`src/rtl/hold_frame_rx_if.sv`:
```
// rtl/hold_frame_rx_if.sv - frame line inputs and decoder status outputs of hold_frame_rx
interface hold_frame_rx_if #(
  parameter int LEN_W = 4,
  parameter int CNT_W = 8
);
  logic             g_in;
  logic             f_in;
  logic             busy;
  logic             frame_ok;
  logic             err;
  logic [2:0]       err_code;
  logic [LEN_W-1:0] len_last;
  logic [CNT_W-1:0] frame_cnt;
  logic [CNT_W-1:0] err_cnt;

  // Transmitter / monitor side: drives the frame lines, observes status.
  modport master (
    output g_in, f_in,
    input  busy, frame_ok, err, err_code, len_last, frame_cnt, err_cnt
  );

  // Receiver side: samples the frame lines, reports status.
  modport slave (
    input  g_in, f_in,
    output busy, frame_ok, err, err_code, len_last, frame_cnt, err_cnt
  );
endinterface

```
`src/rtl/hold_frame_rx.sv`:
```
// rtl/hold_frame_rx.sv - receive-side checker/decoder for the hold-style g/f frame pattern
module hold_frame_rx #(
  parameter int EXP_LEN = 6,
  parameter int LEN_W   = 4,
  parameter int CNT_W   = 8
) (
  input  logic             clk,
  input  logic             rst_n,
  input  logic             clr,
  hold_frame_rx_if.slave   bus
);

  typedef enum logic [1:0] {
    IDLE   = 2'd0,
    ACTIVE = 2'd1,
    TAIL   = 2'd2,
    DRAIN  = 2'd3
  } state_t;

  localparam logic [LEN_W-1:0] LEN_MAX = '1;
  localparam logic [LEN_W-1:0] EXP_L   = LEN_W'(EXP_LEN);
  localparam logic [CNT_W-1:0] CNT_MAX = '1;

  state_t           state, state_nxt;
  logic             g_d, f_d;
  // Cleared by reset; the first sampled cycle after release has no valid
  // history in g_d/f_d, so edges are not trusted until it has been seen.
  // This is what lets a frame in progress at release fall into DRAIN.
  logic             armed;
  logic [LEN_W-1:0] len, len_nxt, len_inc;
  logic             ok_nxt, err_nxt, last_upd;
  logic [2:0]       code_nxt;
  logic             rise, tog;

  logic             frame_ok_q, err_q;
  logic [2:0]       err_code_q;
  logic [LEN_W-1:0] len_last_q;
  logic [CNT_W-1:0] frame_cnt_q, err_cnt_q;

  assign rise    = armed & bus.g_in & ~g_d;
  assign tog     = armed & (bus.f_in ^ f_d);
  assign len_inc = (len == LEN_MAX) ? len : len + LEN_W'(1);

  // Next-state, length tracking and pulse decode for the frame FSM.
  always_comb begin
    state_nxt = state;
    len_nxt   = len;
    ok_nxt    = 1'b0;
    err_nxt   = 1'b0;
    code_nxt  = 3'b000;
    last_upd  = 1'b0;
    case (state)
      IDLE: begin
        if (rise) begin
          len_nxt   = LEN_W'(1);
          state_nxt = tog ? TAIL : ACTIVE;
        end else if (!bus.g_in && tog) begin
          err_nxt  = 1'b1;
          code_nxt = 3'b010;
        end else if (bus.g_in) begin
          state_nxt = DRAIN;
        end
      end
      ACTIVE: begin
        if (bus.g_in) begin
          len_nxt = len_inc;
          if (tog) state_nxt = TAIL;
        end else begin
          err_nxt   = 1'b1;
          code_nxt  = {1'b0, tog, 1'b1};
          state_nxt = IDLE;
        end
      end
      TAIL: begin
        // A second toggle or a wrong length/tail turns the frame into an error.
        code_nxt  = {(bus.g_in || (len != EXP_L)), tog, 1'b0};
        ok_nxt    = (code_nxt == 3'b000);
        err_nxt   = !ok_nxt;
        last_upd  = ok_nxt || code_nxt[2];
        state_nxt = bus.g_in ? DRAIN : IDLE;
      end
      DRAIN: begin
        if (!bus.g_in) state_nxt = IDLE;
      end
      default: state_nxt = IDLE;
    endcase
  end

  // Input history, FSM state and registered status; clr overrides the FSM.
  always_ff @(posedge clk or negedge rst_n) begin
    if (!rst_n) begin
      g_d         <= 1'b0;
      f_d         <= 1'b0;
      armed       <= 1'b0;
      state       <= IDLE;
      len         <= '0;
      frame_ok_q  <= 1'b0;
      err_q       <= 1'b0;
      err_code_q  <= 3'b000;
      len_last_q  <= '0;
      frame_cnt_q <= '0;
      err_cnt_q   <= '0;
    end else begin
      g_d   <= bus.g_in;
      f_d   <= bus.f_in;
      armed <= 1'b1;
      if (clr) begin
        state       <= IDLE;
        len         <= '0;
        frame_ok_q  <= 1'b0;
        err_q       <= 1'b0;
        err_code_q  <= 3'b000;
        len_last_q  <= '0;
        frame_cnt_q <= '0;
        err_cnt_q   <= '0;
      end else begin
        state      <= state_nxt;
        len        <= len_nxt;
        frame_ok_q <= ok_nxt;
        err_q      <= err_nxt;
        err_code_q <= err_nxt ? code_nxt : 3'b000;
        if (last_upd) len_last_q <= len;
        if (ok_nxt) frame_cnt_q <= frame_cnt_q + CNT_W'(1);
        if (err_nxt && (err_cnt_q != CNT_MAX)) err_cnt_q <= err_cnt_q + CNT_W'(1);
      end
    end
  end

  assign bus.busy      = (state != IDLE);
  assign bus.frame_ok  = frame_ok_q;
  assign bus.err       = err_q;
  assign bus.err_code  = err_code_q;
  assign bus.len_last  = len_last_q;
  assign bus.frame_cnt = frame_cnt_q;
  assign bus.err_cnt   = err_cnt_q;

endmodule

```
`src/flat_wrapper.sv`:
```
// flat-port wrapper written by rule: the top's interface ports become plain ports
module hold_frame_rx_flat 
#(
  parameter int EXP_LEN = 6,
  parameter int LEN_W   = 4,
  parameter int CNT_W   = 8
)
  (clk, rst_n, clr, bus_g_in, bus_f_in, bus_busy, bus_frame_ok, bus_err, bus_err_code, bus_len_last, bus_frame_cnt, bus_err_cnt);
  hold_frame_rx_if #(.LEN_W(LEN_W), .CNT_W(CNT_W)) bus_i ();
  input  logic clk;
  input  logic rst_n;
  input  logic clr;
  input wire logic [$bits(bus_i.g_in)-1:0] bus_g_in;
  input wire logic [$bits(bus_i.f_in)-1:0] bus_f_in;
  output wire logic [$bits(bus_i.busy)-1:0] bus_busy;
  output wire logic [$bits(bus_i.frame_ok)-1:0] bus_frame_ok;
  output wire logic [$bits(bus_i.err)-1:0] bus_err;
  output wire logic [$bits(bus_i.err_code)-1:0] bus_err_code;
  output wire logic [$bits(bus_i.len_last)-1:0] bus_len_last;
  output wire logic [$bits(bus_i.frame_cnt)-1:0] bus_frame_cnt;
  output wire logic [$bits(bus_i.err_cnt)-1:0] bus_err_cnt;
  assign bus_i.g_in = bus_g_in;
  assign bus_i.f_in = bus_f_in;
  assign bus_busy = bus_i.busy;
  assign bus_frame_ok = bus_i.frame_ok;
  assign bus_err = bus_i.err;
  assign bus_err_code = bus_i.err_code;
  assign bus_len_last = bus_i.len_last;
  assign bus_frame_cnt = bus_i.frame_cnt;
  assign bus_err_cnt = bus_i.err_cnt;
  hold_frame_rx #(.EXP_LEN(EXP_LEN), .LEN_W(LEN_W), .CNT_W(CNT_W)) u_core (.clk(clk), .rst_n(rst_n), .clr(clr), .bus(bus_i));
endmodule
```
`config.mk`:
```
export PLATFORM = sky130hd
export DESIGN_NAME = hold_frame_rx_flat
export DESIGN_NICKNAME = d
export VERILOG_FILES = /design/src/rtl/hold_frame_rx_if.sv /design/src/rtl/hold_frame_rx.sv /design/src/flat_wrapper.sv
export SDC_FILE = /design/constraint.sdc
export NUM_CORES = 1
export LEC_CHECK = 0
export ABC_AREA = 0
export BUFFER_PORTS_ARGS = -buffer_cell sky130_fd_sc_hd__clkbuf_2
export CORE_AREA = 10 10 67 69
export DETAILED_ROUTE_END_ITERATION = 7
export DIE_AREA = 0 0 77 79
export PLACE_DENSITY = 0.75
export SETUP_SLACK_MARGIN = 0.3
export SYNTH_ARGS = -nofsm -noshare
export SYNTH_HDL_FRONTEND = slang
export SYNTH_SLANG_ARGS = --single-unit
```
`constraint.sdc`:
```
create_clock -name clk -period 2.6 [get_ports clk]
set_input_delay 0.52 -clock clk [delete_from_list [all_inputs] [get_ports clk]]
set_output_delay 0.52 -clock clk [all_outputs]
set_load 0.01 [all_outputs]
```
==> impl_metrics.env <==
export IMPL_drive_gt1_share_pct=25.4
export IMPL_cts_tree="yes"
export IMPL_cpPeakStageDelay_ns=0.42
export IMPL_hold_viol=0
export IMPL_status="finished clean"
export IMPL_gr_usage_all_layers_pct=11.9
export IMPL_synthFlopType="dfrtp_1"
export IMPL_skew_ns=0.0131
export IMPL_clockBufferDepth=2
export IMPL_synthArstFlopShare_pct=100
export IMPL_syn_num_nets=164
export IMPL_detail_route_antenna_nets=0
export IMPL_cpMaxStageDelayCell="dfrtp_1"
export IMPL_antennaDiodeCount=0
export IMPL_worstSkewPairLatency_ns=0.34
export IMPL_reg2reg_from="u_core.len[0]"
export IMPL_tightest_slew_ns=0.808
export IMPL_grt_setup_unrepaired="no"
export IMPL_num_rows=21
export IMPL_coreArea_mm2=0.00323
export IMPL_n_fill_cell=276
export IMPL_post_cts_setup_buffer_count=0
export IMPL_root_buffer="clkbuf_4"
export IMPL_synth_cells=155
export IMPL_cts_hold_repair_buffers=0
export IMPL_grt_pass1_vias=1260
export IMPL_drc_errors=0
export IMPL_nets=197
export IMPL_p_total_w=0.000953
export IMPL_grt_max_degree=35
export IMPL_io_pins=31
export IMPL_reg2reg_slack_ns=0.60
export IMPL_cts_buffers=5
export IMPL_timing_fmax_mhz=500
export IMPL_leakage_nw=0.893
export IMPL_routabilityCongestion=0.814
export IMPL_ir_worst_vdd_v=0.000304
export IMPL_required_ns=2.84
export IMPL_path_cells="inv_1 -> ha_1 -> and4bb_4 -> o22a_4 -> a21oi_4 -> nand4_1 -> mux2_1"
export IMPL_grt_pass1_wl_um=5820
export IMPL_ys_seq_elements=34
export IMPL_drt_iter0_drc=83
export IMPL_crit_fanout=6
export IMPL_port_buffers=30
export IMPL_maxSlewHeadroom_pct=46.2
export IMPL_vias=1224
export IMPL_dpl_hpwl_um=2470
export IMPL_antenna_found_initial=0
export IMPL_numClockSinks=34
export IMPL_seq_area_frac_synth_pct=51.3
export IMPL_die_w_um=77
export IMPL_drv_slew=0
export IMPL_worstRegToRegCells=7
export IMPL_first_pass_iters=4
export IMPL_routedWlPerCell_um=14.3
export IMPL_setup_viol=0
export IMPL_powerDensity_mw_per_mm2=498
export IMPL_area_growth_pct=15.4
export IMPL_die_area_mm2=0.00608
export IMPL_r2r_end="u_core.bus.err_cnt[6]"
export IMPL_die_h_um=79
export IMPL_period_share_pct=77.0
export IMPL_synth_edf_count=0
export IMPL_ys_warn_count=0
export IMPL_grt_overflow=0
export IMPL_tns_ns=0
export IMPL_path_class="reg -> reg"
export IMPL_htreeDepth=2
export IMPL_hold_ws_ns=0.247
export IMPL_clkTransAtPathRegs_ns=0.11
export IMPL_cap_viol_max_count=0
export IMPL_critical_path_startpoint_type="flip-flop"
export IMPL_cp_arrival_ns=2.24
export IMPL_start_util_pct=51.3
export IMPL_cts_resized=0
export IMPL_synth_avg_cell_area_um2=10.7
export IMPL_critPathCaptureType="flip-flop"
export IMPL_vias_per_cell=5.21
export IMPL_holdCritPathClass="in -> async"
export IMPL_wirelength_um=3350
export IMPL_ys_types=42
export IMPL_synthesis_area_mm2=0.00166
export IMPL_period_minus_slack_ns=2.00
kinds of logic after synthesis:
logic type,synth area share [%]
mux,5.58
buf+inv,1.66
simple gates,20.0
fa+ha+maj,3.02
compound gates,10.9
xor+xnor,7.32
flops,51.3
other cells,0.226
per-stage QoR:
stage	cells	setup slack (ns)	util [%]	area [um2]
finish	235	0.599	59.2	1910
global route	235	0.494	59.2	1910
CTS	235	0.601	59.2	1910
detailed placement	227	0.518	57.2	1850
global placement	227	0.592	57.2	1850
floorplan	155	0.769	-	1660
report_power, final:
part,switching (W),internal (W),total (W)
combinational,0.0000590,0.0000347,0.0000937
clock,0.000174,0.000130,0.000304
sequential,0.0000147,0.000541,0.000556
total,0.000248,0.000705,0.000953
how the worst max path moves through the flow:
stage,start,end,cells after the start
final,u_core.len[0],u_core.bus.err_cnt[6],7
after floorplan,u_core.len[0],u_core.bus.err_cnt[6],7
after detailed placement,bus_f_in,u_core.bus.err_cnt[6],6
after global placement,bus_f_in,u_core.bus.err_cnt[6],6
after CTS,u_core.len[0],u_core.bus.err_cnt[6],7
after global routing,u_core.len[0],u_core.bus.frame_cnt[5],7
synthesized netlist by cell type, types with 2 or more instances:
library cell / count / area, um2
dfrtp_1: 34 / 851
nor2_1: 29 / 109
mux2i_1: 7 / 70.1
a21oi_1: 6 / 30.0
nand4_1: 6 / 37.5
xnor2_1: 6 / 52.6
xor2_1: 6 / 52.6
nand2_1: 5 / 18.8
nor3_1: 5 / 25.0
ha_1: 4 / 50.1
nand3_1: 4 / 20.0
and3_1: 3 / 18.8
clkbuf_1: 3 / 11.3
inv_1: 3 / 11.3
nor2b_1: 3 / 18.8
mux2_1: 2 / 22.5
nand2b_1: 2 / 12.5
o2111ai_1: 2 / 17.5
o21ai_0: 2 / 10.0
metal layers:
layer | up-vias | share of wire [%] | GRT usage, %
li1 | 607 | - | -
met1 | 580 | 46 | 13.8
met2 | 32 | 48 | 19.1
met3 | 5 | 5.5 | 5.18
met4 | 0 | 1.3 | 4.38
met5 | - | 0 | 0
placed cells by master, fill, tap and decap left out, drive strengths merged, types with 2 or more instances in the layout:
cell type  instances
dfrtp             34
mux2               2
o2111ai            3
o21ai              2
nand2              5
a211oi             2
inv                3
and3               4
ha                 4
clkbuf            36
nor3               5
nor2b              3
nor2              29
xnor2              6
o22a               2
xor2               7
nand3              4
nand4              6
a21oi              8
nand2b             2
mux2i              7
critical path, delay by kind of cell, from the launching register on:
family	cells	cell delay (ns)
mux	1	0.34
buf+inv	1	0.09
simple gates	2	0.35
compound gates	2	0.48
fa+ha+maj	1	0.22
flops	1	0.42
state kept, by name, summed over array words and instances, names as in the netlist:
name and count:
u_core.armed 1, u_core.bus.err_cnt 8, u_core.bus.frame_ok 1, u_core.state 2
u_core.g_d 1, u_core.bus.err_code 3, u_core.bus.err 1, u_core.bus.len_last 4
u_core.f_d 1, u_core.len 4, u_core.bus.frame_cnt 8
final cells by class:
| type | count | area, um2 | area share [%] |
|---|---|---|---|
| clock buffer | 6 | 51.3 | 2.68 |
| clock inverter | 2 | 12.5 | 0.654 |
| inverter | 3 | 11.3 | 0.589 |
| multi-input combinational | 114 | 779 | 40.7 |
| sequential | 34 | 851 | 44.5 |
| tap | 46 | 57.6 | 3.01 |
| timing repair buffer | 30 | 150 | 7.85 |
(Power assumes the default switching activity.)
